`config.mk`:
```
export PLATFORM = sky130hd
export DESIGN_NAME = sd_card_dat
export DESIGN_NICKNAME = d
export VERILOG_FILES = /design/src/rtl/sd_card_dat.sv
export SDC_FILE = /design/constraint.sdc
export NUM_CORES = 1
export LEC_CHECK = 0
export ABC_AREA = 1
export CAP_MARGIN = 5
export CORE_AREA = 2 2 205 147
export CTS_CLUSTER_DIAMETER = 40
export DETAILED_ROUTE_END_ITERATION = 8
export DIE_AREA = 0 0 207 149
export GPL_TIMING_DRIVEN = 0
export SKIP_LAST_GASP = 1
export SLEW_MARGIN = 40
export SYNTH_ARGS = -nofsm -noshare
export SYNTH_HDL_FRONTEND = slang
export SYNTH_SLANG_ARGS = --single-unit
```
`constraint.sdc`:
```
create_clock -name clk -period 4.82 [get_ports clk]
set_input_delay 1.205 -clock clk [delete_from_list [all_inputs] [get_ports clk]]
set_output_delay 1.205 -clock clk [all_outputs]
set_load 0.01 [all_outputs]
```
`src/rtl/sd_card_dat.sv`:
```
// Card-side 4-bit SD DAT engine: sends one 512-byte sector on a read, receives one on a
// write and answers with a CRC status token followed by busy. DAT changes on sdclk fall only.
module sd_card_dat #(
    parameter int NAC         = 8,
    parameter int BUSY_CYCLES = 16,
    parameter int RX_TIMEOUT  = 1000000
) (
    input  logic       clk,
    input  logic       rstn,
    input  logic       sdclk,
    input  logic [3:0] sddat_in,
    output logic [3:0] sddat_out,
    output logic       sddat_oe,
    input  logic       rd_start,
    input  logic       wr_start,
    output logic       busy,
    output logic       done,
    output logic       crc_err,
    output logic       rx_timeout,
    output logic [8:0] buf_addr,
    input  logic [7:0] buf_rdata,
    output logic [7:0] buf_wdata,
    output logic       buf_we
);
    typedef enum logic [3:0] {
        IDLE, TX_NAC, TX_START, TX_DATA, TX_CRC, TX_END,
        RX_WAIT, RX_DATA, RX_CRC, RX_END,
        ST_GAP, ST_TOKEN, ST_BUSY, ST_REL, RELEASE
    } state_t;

    state_t            state_q, state_d;
    logic              sdclk_l_q;
    logic [3:0]        out_q, out_d;
    logic              oe_q, oe_d, busy_q, busy_d, done_q, done_d;
    logic              crc_err_q, crc_err_d, rx_to_q, rx_to_d, we_q, we_d;
    logic [8:0]        addr_q, addr_d;
    logic [7:0]        wdata_q, wdata_d;
    logic [9:0]        idx_q, idx_d;
    logic [3:0]        bit_q, bit_d;
    logic [19:0]       cnt_q, cnt_d;
    logic [3:0]        half_q, half_d;
    logic [3:0][15:0]  crc_q, crc_d, rcv_q, rcv_d;

    logic       rise, fall;
    logic [3:0] nib;
    logic [4:0] tok, tok_sh;

    assign rise = sdclk & ~sdclk_l_q;
    assign fall = ~sdclk & sdclk_l_q;

    function automatic logic [15:0] crc_next(input logic [15:0] c, input logic b);
        logic f;
        f = c[15] ^ b;
        return {c[14:0], f} ^ {3'b0, f, 6'b0, f, 5'b0};
    endfunction

    always_comb begin
        state_d   = state_q;
        out_d     = out_q;
        oe_d      = oe_q;
        busy_d    = busy_q;
        done_d    = 1'b0;
        crc_err_d = crc_err_q;
        rx_to_d   = rx_to_q;
        we_d      = 1'b0;
        addr_d    = addr_q;
        wdata_d   = wdata_q;
        idx_d     = idx_q;
        bit_d     = bit_q;
        cnt_d     = cnt_q;
        half_d    = half_q;
        crc_d     = crc_q;
        rcv_d     = rcv_q;
        nib       = 4'h0;
        tok       = crc_err_q ? 5'b01011 : 5'b00101;
        tok_sh    = tok << cnt_q[2:0];
        case (state_q)
            IDLE: begin
                if (rd_start) begin
                    state_d = TX_NAC;
                    busy_d  = 1'b1;
                    cnt_d   = '0;
                    addr_d  = '0;
                    rx_to_d = 1'b0;
                end else if (wr_start) begin
                    state_d   = RX_WAIT;
                    busy_d    = 1'b1;
                    cnt_d     = '0;
                    crc_err_d = 1'b0;
                    rx_to_d   = 1'b0;
                end
            end
            TX_NAC: if (fall) begin
                cnt_d = cnt_q + 20'd1;
                if (cnt_q == 20'(NAC - 1)) state_d = TX_START;
            end
            TX_START: if (fall) begin
                oe_d    = 1'b1;
                out_d   = 4'h0;
                idx_d   = '0;
                crc_d   = '0;
                state_d = TX_DATA;
            end
            TX_DATA: if (fall) begin
                // Low nibble is latched so the address can move on to the next byte early.
                if (idx_q[0]) begin
                    nib = half_q;
                end else begin
                    nib    = buf_rdata[7:4];
                    half_d = buf_rdata[3:0];
                    addr_d = addr_q + 9'd1;
                end
                out_d = nib;
                for (int i = 0; i < 4; i++) crc_d[i] = crc_next(crc_q[i], nib[i]);
                idx_d = idx_q + 10'd1;
                if (idx_q == 10'd1023) begin
                    state_d = TX_CRC;
                    bit_d   = '0;
                end
            end
            TX_CRC: if (fall) begin
                for (int i = 0; i < 4; i++) out_d[i] = crc_q[i][~bit_q];
                bit_d = bit_q + 4'd1;
                if (bit_q == 4'd15) state_d = TX_END;
            end
            TX_END: if (fall) begin
                out_d   = 4'hF;
                state_d = RELEASE;
            end
            RX_WAIT: if (rise) begin
                if (!sddat_in[0]) begin
                    state_d = RX_DATA;
                    idx_d   = '0;
                    crc_d   = '0;
                end else if (cnt_q == 20'(RX_TIMEOUT - 1)) begin
                    rx_to_d = 1'b1;
                    busy_d  = 1'b0;
                    done_d  = 1'b1;
                    state_d = IDLE;
                end else begin
                    cnt_d = cnt_q + 20'd1;
                end
            end
            RX_DATA: if (rise) begin
                if (idx_q[0]) begin
                    wdata_d = {half_q, sddat_in};
                    we_d    = 1'b1;
                    addr_d  = idx_q[9:1];
                end else begin
                    half_d = sddat_in;
                end
                for (int i = 0; i < 4; i++) crc_d[i] = crc_next(crc_q[i], sddat_in[i]);
                idx_d = idx_q + 10'd1;
                if (idx_q == 10'd1023) begin
                    state_d = RX_CRC;
                    bit_d   = '0;
                end
            end
            RX_CRC: if (rise) begin
                for (int i = 0; i < 4; i++) rcv_d[i] = {rcv_q[i][14:0], sddat_in[i]};
                bit_d = bit_q + 4'd1;
                if (bit_q == 4'd15) state_d = RX_END;
            end
            RX_END: if (rise) begin
                crc_err_d = (rcv_q != crc_q) | ~sddat_in[0];
                cnt_d     = '0;
                state_d   = ST_GAP;
            end
            ST_GAP: if (fall) begin
                oe_d  = 1'b1;
                out_d = 4'hF;
                cnt_d = cnt_q + 20'd1;
                if (cnt_q == 20'd1) begin
                    cnt_d   = '0;
                    state_d = ST_TOKEN;
                end
            end
            ST_TOKEN: if (fall) begin
                out_d = {3'b111, tok_sh[4]};
                cnt_d = cnt_q + 20'd1;
                if (cnt_q == 20'd4) begin
                    cnt_d   = '0;
                    state_d = ST_BUSY;
                end
            end
            ST_BUSY: if (fall) begin
                out_d = 4'hE;
                cnt_d = cnt_q + 20'd1;
                if (cnt_q == 20'(BUSY_CYCLES - 1)) state_d = ST_REL;
            end
            ST_REL: if (fall) begin
                out_d   = 4'hF;
                state_d = RELEASE;
            end
            RELEASE: if (fall) begin
                oe_d    = 1'b0;
                out_d   = 4'hF;
                busy_d  = 1'b0;
                done_d  = 1'b1;
                state_d = IDLE;
            end
            default: state_d = IDLE;
        endcase
    end

    always_ff @(posedge clk or negedge rstn) begin
        if (!rstn) begin
            state_q   <= IDLE;
            sdclk_l_q <= 1'b0;
            out_q     <= 4'hF;
            oe_q      <= 1'b0;
            busy_q    <= 1'b0;
            done_q    <= 1'b0;
            crc_err_q <= 1'b0;
            rx_to_q   <= 1'b0;
            we_q      <= 1'b0;
            addr_q    <= '0;
            wdata_q   <= '0;
            idx_q     <= '0;
            bit_q     <= '0;
            cnt_q     <= '0;
            half_q    <= '0;
            crc_q     <= '0;
            rcv_q     <= '0;
        end else begin
            state_q   <= state_d;
            sdclk_l_q <= sdclk;
            out_q     <= out_d;
            oe_q      <= oe_d;
            busy_q    <= busy_d;
            done_q    <= done_d;
            crc_err_q <= crc_err_d;
            rx_to_q   <= rx_to_d;
            we_q      <= we_d;
            addr_q    <= addr_d;
            wdata_q   <= wdata_d;
            idx_q     <= idx_d;
            bit_q     <= bit_d;
            cnt_q     <= cnt_d;
            half_q    <= half_d;
            crc_q     <= crc_d;
            rcv_q     <= rcv_d;
        end
    end

    assign sddat_out  = out_q;
    assign sddat_oe   = oe_q;
    assign busy       = busy_q;
    assign done       = done_q;
    assign crc_err    = crc_err_q;
    assign rx_timeout = rx_to_q;
    assign buf_addr   = addr_q;
    assign buf_wdata  = wdata_q;
    assign buf_we     = we_q;
endmodule

```
==> flow_summary.toml, run 1 <==
[detailed_routing]
wl_mm = 36.0
vias = 10869
viasPerCell = 5.34
wl_met3_mm = 3.26
top_layer = "met4"
ant_nets = 0
detail_route.first_pass.iterations = 6
wl_per_cell_um = 17.7
routed-wl-met2_mm = 14.1
met1_length_mm = 18.1
drc_errors = 0
drt_iter0_markers = 1318

[global_route]
grt_start_max_net_pins = 69
grt_usage_pct = 23.8
grt.overflow.total = 0
first_global_vias = 10008
antenna_found_initial = 0
grt_first_pass_wirelength_mm = 57.4

[clocking]
post_cts_resize_count = 0
clockRootBuffer = "clkbuf_16"
clock_latency_ns = 0.45
clkTransAtPathRegs_ns = 0.08
cts.sinks = 198
post_cts_buffers = 0
numCtsBuffers = 17
h-tree-depth = 4
cts_tree = "done"
cts_buffer_depth = 2
hold_buffers = 0

[yosys]
synthAdderAreaFrac_pct = 0.879
yosysMostFrequentCell = "nand2_1"
synth_top_family_by_area = "simple AND/OR/NAND/NOR gates"
synthSimpleGateAreaFrac_pct = 28.5
postSynthAreaPerCell_um2 = 7.24
synth_common_cells = "435 x nand2_1, 194 x dfrtp_1, 183 x inv_1, 138 x nand3_1, 135 x nor2_1"
synth_cell_type_count = 45
synth_area_leaders = "dfrtp_1 43%, nand2_1 14%, nand3_1 6.1%, inv_1 6.0%, nor2_1 4.5%"
synth_compound_area_share_pct = 14.1
netlist_instances = 1573
synthXorXnorAreaFrac_pct = 3.85
synth_top_cell_by_area = "dfrtp_1"
synth_warnings = 0
synthMuxAreaShare_pct = 0.0989
netlist_area_um2 = 11400
ys_async_sr_fraction_pct = 100
synth_edf_count = 0
synth_ff_type = "dfrtp_1"
ys_seq_elements = 198
synth_top_area_share_pct = 42.6
syn_nets = 1598
yosysSeqAreaShare_pct = 43.6

[worst_hold_path]
hp-class = "reg -> reg"

[finish]
fill_cells = 2987
final_area_um2 = 13000
drive_gt1_share_pct = 6.24
areaGrowthSynthToFinish_pct = 14.4
antennaDiodeCount = 0
nets = 1663

[placement]
placed_area_um2 = 12400
dp_hpwl_mm = 26.4
numPortBuffers = 43
gp_congestion = 0.932
post-place-ws_ns = 1.08

[power_and_ir_drop]
cellPowerDensity_nw_per_um2 = 548
p_leak_nw = 6.12
power_mw = 7.13
irDropWorstVdd_v = 0.000287

[sta]
skew_ns = 0.0112
hold_violations = 0
period_share_pct = 68.9
fmax_mhz = 301
timing.slew.headroom_pct = 47.5
fin_crit_ns = 3.32
max_slew.worst_pin.slew_ns = 0.787
final_max_slew_viol_count = 0
finalWorstSetupSlack_ns = 1.50
rsz0062_at_grt = "false"
setup_viol = 0
hold_ws_ns = 0.491

[worst_setup_path]
ff2ff_setup_slack_ns = 2.30
crit_type = "in -> reg"
crit_fanout = 10
path_delay_family = "buffers and inverters"
cp-end-kind = "flop"
start_kind = "primary input"
crit_buf_inv = 5
cpMostUsedCell = "inv_1"
cp_slowest_cell = "clkbuf_1"
slowest_delay_ns = 0.51
cp.required_ns = 5.12
crit_arrival_ns = 3.62
path_cells = "clkdlybuf4s50_1 > inv_1 > nor2_1 > inv_1 > nand2_1 > o21ai_4 > nor2_2 > nand2_2 > inv_2 > clkbuf_1 > o21ai_0"

[die]
dieArea_um2 = 30800
fp.dieW_um = 207
fp.dieH_um = 149
initial_utilization_pct = 39.0
num_rows = 53
core_um2 = 29200
ios = 44

[run]
drv_cap = 0

[run_status]
status = "finished, final reports clean"
[area by class of cell]
cell class | count | area [um^2] | area share, %
inverter | 196 | 736 | 5.65
multi-input combinational | 1116 | 5390 | 41.4
buffer | 63 | 302 | 2.31
sequential | 198 | 4960 | 38.1
clock buffer | 18 | 439 | 3.37
tap | 385 | 482 | 3.70
timing repair buffer | 46 | 518 | 3.98
clock inverter | 14 | 201 | 1.55
[per-layer routing]
layer,global-route usage (%),vias up
met2,32.3,443
met3,5.92,34
met4,5.43,0
met1,37.2,5172
met5,0,-
li1,-,5220
[report_power, final]
| group | switching [mW] | internal (mW) | leakage (nW) | total (mW) |
|---|---|---|---|---|
| Combinational | 2.13 | 0.963 | 3.23 | 3.09 |
| Clock | 0.694 | 0.889 | 0.300 | 1.58 |
| Sequential | 0.361 | 2.10 | 2.59 | 2.46 |
[through the flow]
step / utilization (%) / cells / setup TNS [ns]
floorplan: - / 1573 / 0
global placement: 42.1 / 2001 / -1224.34
detailed placement: 42.4 / 2004 / 0
CTS: 44.6 / 2036 / 0
global route: 44.6 / 2036 / 0
finish: 44.6 / 2036 / 0
[state kept, by name, summed over array words and instances (netlist names)]
name,count
buf_wdata,8
rx_timeout,1
sddat_out,4
half_q,4
sddat_oe,1
crc_q,64
state_q,4
done,1
cnt_q,20
buf_we,1
busy,1
crc_err,1
sdclk_l_q,1
rcv_q,64
idx_q,10
bit_q,4
buf_addr,9
[cells in the final DEF, fill, tap and decap left out, drive strengths merged, types with 5 or more instances in the layout]
| cell type | synthesis | final |
|---|---|---|
| a21oi | 58 | 58 |
| a31oi | 17 | 17 |
| buf | 30 | 34 |
| clkbuf | 33 | 51 |
| clkdlybuf4s50 | 0 | 42 |
| clkinv | 0 | 5 |
| dfrtp | 194 | 194 |
| ha | 8 | 8 |
| inv | 196 | 197 |
| nand2 | 443 | 443 |
| nand3 | 139 | 139 |
| nand4 | 25 | 25 |
| nor2 | 143 | 143 |
| nor3 | 13 | 13 |
| o211ai | 26 | 26 |
| o21ai | 166 | 166 |
| o22ai | 6 | 6 |
| xnor2 | 16 | 16 |
| xor2 | 34 | 34 |
[path summary, 6_finish.rpt]
check | depth (start not counted) | from | end
max | 11 | sdclk | crc_q[49]
min | 2 | buf_wdata[2] | buf_wdata[2]
max reg2reg | 11 | cnt_q[0] | state_q[3]
min reg2reg | 2 | buf_wdata[2] | buf_wdata[2]
max in group asynchronous | 4 | rstn | sddat_out[1]
min in group asynchronous | 1 | rstn | rcv_q[59]
[tightest hold or removal path, cell delays in order, from the launching register on]
cell and delay [ns]:
dfrtp_1 0.35, nand2_1 0.05, o21ai_1 0.06
[cell families (layout without fill, tap and decap cells)]
kind of cell    after synthesis  count (layout)
mux                           1               1
xor+xnor                     50              50
fa+ha+maj                     8               8
flops                       198             198
buf+inv                     259             337
compound gates              288             288
simple gates                769             769
Note: power is estimated with default switching activity, not from simulation.
==> inputs of run 2 (changes only) <==
clock period = 3.2 ns   (was 4.82 ns; I/O delays follow)
==> results of run 2 <==
The final DEF is identical to that of run 1. Status: finished, final reports clean.
Main changes from that run: setup slack after placement 1.08 ns -> -0.135 ns; setup slack after layout 1.50 ns -> 0.285 ns; hold slack 0.491 ns -> 0.230 ns; register-to-register setup slack 2.30 ns -> 0.68 ns; total power 7.13 mW -> 10.7 mW; worst IR drop on VDD 0.000287 V -> 0.000433 V
==> inputs of run 3 (changes only) <==
ABC_CLOCK_PERIOD_IN_PS = 3200   (was default)
GPL_ROUTABILITY_DRIVEN = 0   (was default)
==> flow_summary.toml, run 3 (synthesis gave the netlist of run 1 again) <==
[detailed_routing]
vias = 10988
drt_iter0_markers = 1278
viasPerCell = 5.40
ant_nets = 0
wl_mm = 36.1
detail_route.first_pass.iterations = 6
wl_per_cell_um = 17.7
drc_errors = 0

[clocking]
clockRootBuffer = "clkbuf_16"
clock_latency_ns = 0.46
cts.sinks = 198
h-tree-depth = 4
numCtsBuffers = 17
hold_buffers = 0
post_cts_buffers = 0
cts_buffer_depth = 2
post_cts_resize_count = 0
cts_tree = "done"
clkTransAtPathRegs_ns = 0.08

[die]
fp.dieW_um = 207
fp.dieH_um = 149
initial_utilization_pct = 39.0
ios = 44
dieArea_um2 = 30800
core_um2 = 29200
num_rows = 53

[finish]
fill_cells = 2962
drive_gt1_share_pct = 6.18
top_regs = "crc_q x64, rcv_q x64, cnt_q x20"
final_common_cell = "nand2_1"
final_area_um2 = 13000
antennaDiodeCount = 0
final_util_pct = 44.6
nets = 1663
mostFrequentLayoutCells = "435 x nand2_1, 194 x dfrtp_1, 183 x inv_1, 138 x nand3_1, 135 x nor2_1"
areaGrowthSynthToFinish_pct = 14.3

[worst_setup_path]
path_cells = "clkdlybuf4s50_1 > inv_1 > nor2_1 > inv_1 > nand2_1 > o21ai_4 > nor2_2 > nand2_2 > inv_2 > clkbuf_1 > o21ai_0"
r2r_start = "cnt_q[0]"
cpMostUsedCell = "inv_1"
path_delay_family = "buffers and inverters"
start_kind = "primary input"
crit_type = "in -> reg"
crit_arrival_ns = 3.11
slowest_delay_ns = 0.47
cp.required_ns = 3.53
cp-end-kind = "flop"
cp_slowest_cell = "clkdlybuf4s50_1"
cp-startpoint = "sdclk"
crit_buf_inv = 5
crit_fanout = 10

[sta]
final_max_slew_viol_count = 0
hold_violations = 0
skew_ns = 0.0102
fmax_mhz = 360
rsz0062_at_grt = "false"
fin_setup_tns_ns = 0
setup_viol = 0
timing.slew.headroom_pct = 49.5
period_share_pct = 86.8
max_slew.worst_pin.slew_ns = 0.757
fin_crit_ns = 2.78

[power_and_ir_drop]
irDropWorstVdd_v = 0.000399
power_mw = 10.7
p_leak_nw = 6.11
cellPowerDensity_nw_per_um2 = 824

[global_route]
grt_usage_pct = 23.7
grt_first_pass_wirelength_mm = 57.4
first_global_vias = 10182
antenna_found_initial = 0
grt_start_max_net_pins = 57
grt.overflow.total = 0

[worst_hold_path]
hp-class = "in -> async"

[run_status]
status = "finished, final reports clean"

[run]
drv_cap = 0

[placement]
placed_area_um2 = 12400
numPortBuffers = 43
dp_hpwl_mm = 26.6
-- run 3: cell types whose count changed in the layout (fill, tap and decap cells not counted), sizes merged --
cell / change
clkinv: -1
inv: +1
-- run 3: worst paths after layout --
path	endpoint	slack [ns]	depth (start not counted)
worst min-delay path	rcv_q[59]	0.23	1
worst max-delay path	crc_q[51]	0.42	11
worst min register to register	buf_wdata[4]	0.49	2
max in group asynchronous	crc_q[5]	2.08	3
min in group clk	buf_wdata[4]	0.49	2
worst max register to register	state_q[2]	0.66	11
-- run 3: per-stage QoR --
| stage | hold WS [ns] | std cells | setup slack, ns |
|---|---|---|---|
| after floorplan | 0.453 | 1573 | 1.13 |
| after global placement | 0.469 | 2001 | -7.49 |
| after detailed placement | 0.480 | 2004 | -0.0571 |
| after CTS | 0.246 | 2036 | 0.422 |
| after global routing | 0.268 | 2036 | 0.258 |
| final | 0.231 | 2036 | 0.421 |
-- run 3: area by class of cell --
class,count,area (um^2),area share (%)
clock inverters,14,199,1.53
well taps,385,482,3.70
plain buffers,63,302,2.32
inverters,196,736,5.65
flip-flops and latches,198,4960,38.1
clock buffers,18,429,3.30
repair buffers,46,518,3.98
multi-input cells,1116,5390,41.4
-- run 3: layer usage --
layer	wire (um)	vias up	global-route usage [%]
met1	17900	5293	36.2
met2	14700	420	33.3
li1	-	5226	-
met5	0	-	0
met3	2900	49	5.31
met4	576	0	6.57
-- run 3: where the power goes --
part	internal (mW)	switching, mW	total [mW]	leakage (nW)
registers	3.16	0.551	3.71	2.59
logic	1.45	3.19	4.65	3.23
clock network	1.32	1.04	2.36	0.293
total	5.93	4.79	10.7	6.11
